==> src/rtl/uplink_rx_fifo.sv <==
// uplink_rx_fifo: ground-uplink serial receiver with a show-ahead word FIFO.
//   Samples LANES data bits plus a check bit on each rpulse strobe, assembles
//   WORD_W-bit frames after a sync symbol, pushes good frames into a
//   FIFO_DEPTH-entry FIFO and tracks overflow / check-bit errors.
// Ports:
//   clk, rst          clock, synchronous active-high reset
//   rpulse, rd, rcheck async strobe, data lanes (rd[LANES-1] = MSB), check bit
//   rd_echo           assembly-register MSBs shifted out on each data strobe
//   pop, clr_err      CPU FIFO pop strobe, sticky-error clear
//   irq_en, irq       interrupt enable, interrupt (combinational from flags)
//   rd_data           FIFO head, 0 when empty
//   fifo_empty/full/count, overflow, parity_err, err_count, frame_busy  status
module uplink_rx_fifo #(
    parameter int unsigned WORD_W     = 16,
    parameter int unsigned LANES      = 2,
    parameter int unsigned FIFO_DEPTH = 4,
    parameter int unsigned ERR_W      = 8
) (
    input  logic                                  clk,
    input  logic                                  rst,
    input  logic                                  rpulse,
    input  logic [LANES-1:0]                      rd,
    input  logic                                  rcheck,
    output logic [LANES-1:0]                      rd_echo,
    input  logic                                  pop,
    input  logic                                  clr_err,
    input  logic                                  irq_en,
    output logic [WORD_W-1:0]                     rd_data,
    output logic                                  fifo_empty,
    output logic                                  fifo_full,
    output logic [$clog2(FIFO_DEPTH+1)-1:0]       fifo_count,
    output logic                                  overflow,
    output logic                                  parity_err,
    output logic [ERR_W-1:0]                      err_count,
    output logic                                  frame_busy,
    output logic                                  irq
);

    localparam int unsigned BEATS  = WORD_W / LANES;
    localparam int unsigned CNT_W  = (BEATS > 1) ? $clog2(BEATS) : 1;
    localparam int unsigned PTR_W  = $clog2(FIFO_DEPTH);
    localparam int unsigned FCNT_W = $clog2(FIFO_DEPTH + 1);

    typedef enum logic {IDLE, RECV} state_t;

    state_t state, state_nxt;

    // Two-flop synchronisers plus a delayed copy of rpulse for edge detection
    logic [1:0]       pulse_sync;
    logic             pulse_d;
    logic [LANES-1:0] rd_s1, rd_s2;
    logic             check_s1, check_s2;

    logic [WORD_W-1:0] asm_word;
    logic [CNT_W-1:0]  beat_cnt;
    logic              frame_valid;

    logic [WORD_W-1:0] mem [FIFO_DEPTH];
    logic [PTR_W-1:0]  rd_ptr, wr_ptr, rd_ptr_nxt;
    logic [FCNT_W-1:0] count_nxt;
    logic [WORD_W-1:0] head_nxt;
    logic [ERR_W-1:0]  err_base, err_nxt;

    logic              strobe, sync_sym, shift, done;
    logic              frame_ok, do_pop, push_ok, do_push, drop, bad;
    logic [WORD_W-1:0] word_nxt;

    always_ff @(posedge clk) begin
        if (rst) begin
            pulse_sync <= '0;
            pulse_d    <= 1'b0;
            rd_s1      <= '0;
            rd_s2      <= '0;
            check_s1   <= 1'b0;
            check_s2   <= 1'b0;
        end else begin
            pulse_sync <= {pulse_sync[0], rpulse};
            pulse_d    <= pulse_sync[1];
            rd_s1      <= rd;
            rd_s2      <= rd_s1;
            check_s1   <= rcheck;
            check_s2   <= check_s1;
        end
    end

    assign strobe   = pulse_sync[1] & ~pulse_d;
    // Valid data beats with all-ones lanes carry check 0 (LANES even), so they never alias sync
    assign sync_sym = pulse_sync[1] & (&rd_s2) & check_s2;
    assign frame_ok = frame_valid & (check_s2 == ^rd_s2);
    assign word_nxt = {asm_word[WORD_W-LANES-1:0], rd_s2};

    // Receiver state register
    always_ff @(posedge clk) begin
        if (rst) state <= IDLE;
        else     state <= state_nxt;
    end

    // Next state; sync has priority over any strobe in the same cycle
    always_comb begin
        state_nxt = state;
        shift     = 1'b0;
        done      = 1'b0;
        if (sync_sym) begin
            state_nxt = RECV;
        end else if (state == RECV && strobe) begin
            shift = 1'b1;
            if (beat_cnt == CNT_W'(BEATS - 1)) begin
                done      = 1'b1;
                state_nxt = IDLE;
            end
        end
    end

    // Assembly register, beat counter and running frame check
    always_ff @(posedge clk) begin
        if (rst) begin
            asm_word    <= '0;
            rd_echo     <= '0;
            beat_cnt    <= '0;
            frame_valid <= 1'b1;
        end else if (sync_sym) begin
            beat_cnt    <= '0;
            frame_valid <= 1'b1;
        end else if (shift) begin
            asm_word    <= word_nxt;
            rd_echo     <= asm_word[WORD_W-1 -: LANES];
            frame_valid <= frame_ok;
            beat_cnt    <= done ? '0 : beat_cnt + CNT_W'(1);
        end
    end

    assign do_pop  = pop & ~fifo_empty;
    assign push_ok = done & frame_ok;
    assign do_push = push_ok & (~fifo_full | do_pop);
    assign drop    = push_ok & fifo_full & ~do_pop;
    assign bad     = done & ~frame_ok;

    // Next head value: the incoming word when it lands where the read pointer will be
    always_comb begin
        rd_ptr_nxt = rd_ptr + PTR_W'(do_pop);
        count_nxt  = fifo_count + FCNT_W'(do_push) - FCNT_W'(do_pop);
        head_nxt   = mem[rd_ptr_nxt];
        if (count_nxt == '0)
            head_nxt = '0;
        else if (do_push && wr_ptr == rd_ptr_nxt)
            head_nxt = word_nxt;
    end

    // FIFO storage carries no reset; validity is tracked by the pointers
    always_ff @(posedge clk) begin
        if (do_push) mem[wr_ptr] <= word_nxt;
    end

    always_ff @(posedge clk) begin
        if (rst) begin
            rd_ptr     <= '0;
            wr_ptr     <= '0;
            fifo_count <= '0;
            fifo_empty <= 1'b1;
            fifo_full  <= 1'b0;
            rd_data    <= '0;
        end else begin
            rd_ptr     <= rd_ptr_nxt;
            wr_ptr     <= wr_ptr + PTR_W'(do_push);
            fifo_count <= count_nxt;
            fifo_empty <= (count_nxt == '0);
            fifo_full  <= (count_nxt == FCNT_W'(FIFO_DEPTH));
            rd_data    <= head_nxt;
        end
    end

    // A new error in the same cycle as clr_err survives the clear
    always_comb begin
        err_base = clr_err ? '0 : err_count;
        err_nxt  = err_base;
        if (bad && err_base != '1) err_nxt = err_base + ERR_W'(1);
    end

    always_ff @(posedge clk) begin
        if (rst) begin
            overflow   <= 1'b0;
            parity_err <= 1'b0;
            err_count  <= '0;
        end else begin
            if (drop)         overflow <= 1'b1;
            else if (clr_err) overflow <= 1'b0;
            if (bad)          parity_err <= 1'b1;
            else if (clr_err) parity_err <= 1'b0;
            err_count <= err_nxt;
        end
    end

    assign frame_busy = (state == RECV);
    assign irq        = irq_en & (~fifo_empty | overflow | parity_err);

endmodule
==> config.mk <==
export PLATFORM = sky130hd
export DESIGN_NAME = uplink_rx_fifo
export DESIGN_NICKNAME = d
export VERILOG_FILES = /design/src/rtl/uplink_rx_fifo.sv
export SDC_FILE = /design/constraint.sdc
export NUM_CORES = 1
export LEC_CHECK = 0
export ABC_AREA = 0
export BUFFER_PORTS_ARGS = -buffer_cell sky130_fd_sc_hd__buf_2
export CAP_MARGIN = 20
export CORE_MARGIN = 2
export CORE_UTILIZATION = 50
export CTS_BUF_LIST = sky130_fd_sc_hd__clkbuf_4 sky130_fd_sc_hd__clkbuf_8
export CTS_CLUSTER_SIZE = 14
export DETAILED_ROUTE_END_ITERATION = 16
export PLACE_DENSITY = 0.8
export RECOVER_POWER = 50
export SLEW_MARGIN = 30
export SYNTH_ARGS = -nofsm -noshare
export SYNTH_HDL_FRONTEND = slang
export SYNTH_SLANG_ARGS = --single-unit
==> constraint.sdc <==
create_clock -name clk -period 5.5 [get_ports clk]
set_clock_uncertainty 0.1 [all_clocks]
set_input_delay 1.1 -clock clk [delete_from_list [all_inputs] [get_ports clk]]
set_output_delay 1.1 -clock clk [all_outputs]
set_load 0.1 [all_outputs]
==> reports/summary.txt <==
Detailed Routing Iterations Pass 1 - 6
# setup viols final - 0
Count of filler cells inserted in the layout - 800
Post-synthesis cell count - 398
Avg Cell Area, Syn - 12.9 µm²
Compound-cell area share of the yosys netlist - 8.56%
Arrival time at the worst endpoint - 4.57 ns
Violations in the final reports - max-capacitance violations, max-slew violations
Clock-pin transition on the worst setup and hold timing paths - 0.07 ns
Die footprint - 0.0111 mm²
Kind of capture point of the worst setup path - flop
Final instance area - 0.00590 mm²
Cell leakage power - 2.06 nW
Post-synthesis share of cell area spent on xor and xnor gates - 1.73%
Launching element type of the critical path - flop
Maximum net fanout on the critical path - 18
Horizontal die dimension - 105 µm
Die height - 105 µm
End point of the critical path - rd_data[2]
Pins Over Slew Limit - 48
Internal power component - 1.69 mW
Via count - 3364
Port buffer count - 43
Sink count of the clock tree - 131
Actual slew at the worst max-slew pin - 2.06 ns
Synthesized net count - 416
Routed wire length - 10.8 mm
CP required - 5.75 ns
Layout cell share with drive strength beyond 1 - 20.4%
Top flip-flop cell by instance count after synthesis - dfxtp_1
Total global routing track utilization - 20.7%
Sequential element share of the synthesized area - 63.4%
Number of resized instances in the post-cts repair step - 0
Max cap viols - 1
Path type of the worst setup path - flop to flop
Origin of the worst setup path - rd_s2[0]
Netlist Area Pre-Place - 0.00515 mm²
Post-placement worst setup slack - 1.13 ns
Share of synthesized cell area in and, or, nand and nor gates - 13.2%
Final period utilization - 78.5%
HP Class - flop to flop
Non-filler instance count after layout - 591
Floorplan row count - 37
Antenna Violating Nets Remaining - 0
Total cell area at the placement stage - 0.00551 mm²
Worst skew pair latency - 0.44 ns
Switching share of power - 41.3%
First-pass GRT wire length - 17.5 mm
Area contributors post-synth - edfxtp_1 37%, dfxtp_1 26%, mux4_2 7.0%, a21oi_1 4.5%, nand2_1 3.4%
Max Clock Freq - 0.232 GHz
Placed Cells incl. Taps - 558
Post-synthesis cell type count - 49
Area share of the largest cell type after synthesis - 37.3%
Dpl hpwl - 6.67 mm
Boundary Pins - 44
Starting utilization of the core area - 50.8%
Number of H-tree levels - 4
Clock share of power - 27.2%
Reg2Reg Capture Point - rd_data[2]
Wire length per cell - 18.2 µm
Number of storage elements in the synthesis netlist - 131
Inserted Clock Buffers - 17
Via count of the first global-routing pass - 3319
Switching pwr - 1.19 mW
FF-to-FF path depth - 13
IR Drop Worst-Case VDD - 0.318 mV
Average vias per placed instance - 5.69
Final Critical Period - 4.32 ns
Async set-reset flop share out of synthesis - 0%
Headroom to the max-slew limit - -37.0%
Maximum number of pins on one net before global-route repair - 48
Number of buffers on the longest clock path - 2
Area added between synthesis and finish - 14.6%
Start point of the worst hold path - rd_s1[0]
Biggest area consumer among synthesized cells - edfxtp_1
Placer Congestion - 0.814
Share of total power in combinational logic - 33.5%
Warnings from Yosys - 0
Count of routing violations after the opening detailed-route iteration - 256
Post-Synth Adder-Cell Area - 2.33%
Final Worst Setup Slack - 1.18 ns
TNS Setup - 0 ns
Outcome - finished, violations left
Worst reg-to-reg setup slack - 1.18 ns
Initial antenna violation count - 0
Main combinational cell family by area after synthesis - simple AND/OR/NAND/NOR gates
Post-CTS setup-driven buffer insertion count - 0
Final-stage net count - 460
DR DRC count - 0
Total power divided by cell area - 488 mW/mm²
RSZ-0062 raised after global routing - false
Share of cell area taken by muxes after synthesis - 8.07%
Hold buffer count at CTS - 0
Sequential share of power - 39.4%
TritonCTS clock tree - yes
CTS Root Buffer Type - clkbuf_8
Placeable core area - 0.0101 mm²
Global route overflow - 0
Antenna Diode Count - 0
Source of the worst register-to-register timing path - rd_s2[0]
Hold Fails Final Rpt - 0
Number of enable flip-flop cells after synthesis - 64
[critical path, stage by stage, from the launching register on]
cell and delay [ns]:
dfxtp_1 0.47, ha_1 0.29, xnor2_1 0.39, and4_1 0.26
buf_4 0.24, nand2_1 0.26, ha_1 0.40, inv_1 0.04
ha_1 0.19, fa_1 0.37, xor3_1 0.25, a21oi_1 0.17
clkinv_1 0.51, a21oi_1 0.31
[power by group through the flow]
stage | combinational [mW] | clock (mW) | sequential (mW)
CTS | 0.971 | 0.792 | 1.13
detailed placement | 0.968 | 0 | 1.15
global placement | 0.955 | 0 | 1.15
floorplan | 0.335 | 0 | 1.62
finish | 0.963 | 0.781 | 1.13
global route | 1.01 | 0.833 | 1.14
[routing by layer]
metal / routed length (µm) / share of wire [%] / GRT usage, % / vias to the layer above
li1: - / - / - / 1575
met1: 4630 / 43 / 27.4 / 1659
met2: 5400 / 50 / 33.6 / 111
met3: 567 / 5.3 / 4.14 / 19
met4: 179 / 1.7 / 8.38 / 0
met5: 0 / 0 / 0 / -
[state kept, by name, indices dropped and copies added, names as in the netlist, 2 cells and up]
register,count
mem,64
asm_word,16
wr_ptr,2
rd_data,16
rd_s2,2
rd_ptr,2
rd_echo,2
rd_s1,2
err_count,8
beat_cnt,3
fifo_count,3
pulse_sync,2
[worst min-delay path by stage]
stage	endpoint	cells after the start
6_report	rd_s2[0]	1
5_1_grt	rd_s2[0]	1
4_1_cts	check_s2	1
3_5_place_dp	check_s2	1
3_3_place_gp	pulse_sync[1]	1
2_1_floorplan	check_s2	1
[cell type report]
cell class | instances | area [µm²] | area share, %
Sequential cell | 131 | 3260 | 55.3
Timing Repair Buffer | 48 | 256 | 4.35
Multi-Input combinational cell | 235 | 1790 | 30.3
Tap cell | 136 | 170 | 2.89
Clock buffer | 19 | 249 | 4.22
Inverter | 9 | 33.8 | 0.573
Clock inverter | 13 | 136 | 2.31
[synth_stat cells, drive strengths merged (11+ instances only)]
| cell | count |
|---|---|
| dfxtp | 67 |
| edfxtp | 64 |
| a21oi | 46 |
| nand2 | 46 |
| nand4 | 19 |
| mux4 | 16 |
| nor2b | 16 |
| o31ai | 16 |
| clkbuf | 12 |
| buf | 11 |
[kinds of logic (layout without fill, tap and decap cells)]
group,count (synthesis),in the layout
adder cells (fa/ha/maj),9,9
flip-flops,131,131
AO/OA/AOI/OAI,73,73
AND/OR/NAND/NOR,126,126
XOR/XNOR,6,6
buffers and inverters,32,89
multiplexers,21,21
[placed cells by master (no fill, tap or decap), types with 3 or more instances in the layout]
cell type and count:
and2_1 5, dfxtp_1 67, xnor2_1 3, nand4_1 18, ha_1 8, nand3_1 7, clkinv_1 3, inv_1 8
nand2_1 46, o31ai_1 16, clkbuf_1 12, and3_1 6, mux4_2 16, nor2_1 8, edfxtp_1 64, nor3_1 4
buf_2 31, a21oi_1 46, clkinvlp_4 5, mux2_2 3, nor2b_1 16, clkbuf_8 17
[stage by stage]
step / power (mW) / hold WS (ns) / util, %
2_1_floorplan: 1.95 / 0.314 / -
3_3_place_gp: 2.11 / 0.329 / 54.0
3_5_place_dp: 2.12 / 0.325 / 54.4
4_1_cts: 2.89 / 0.347 / 58.2
5_1_grt: 2.98 / 0.369 / 58.2
6_report: 2.88 / 0.344 / 58.2
Power figures use the tool's default switching activity.
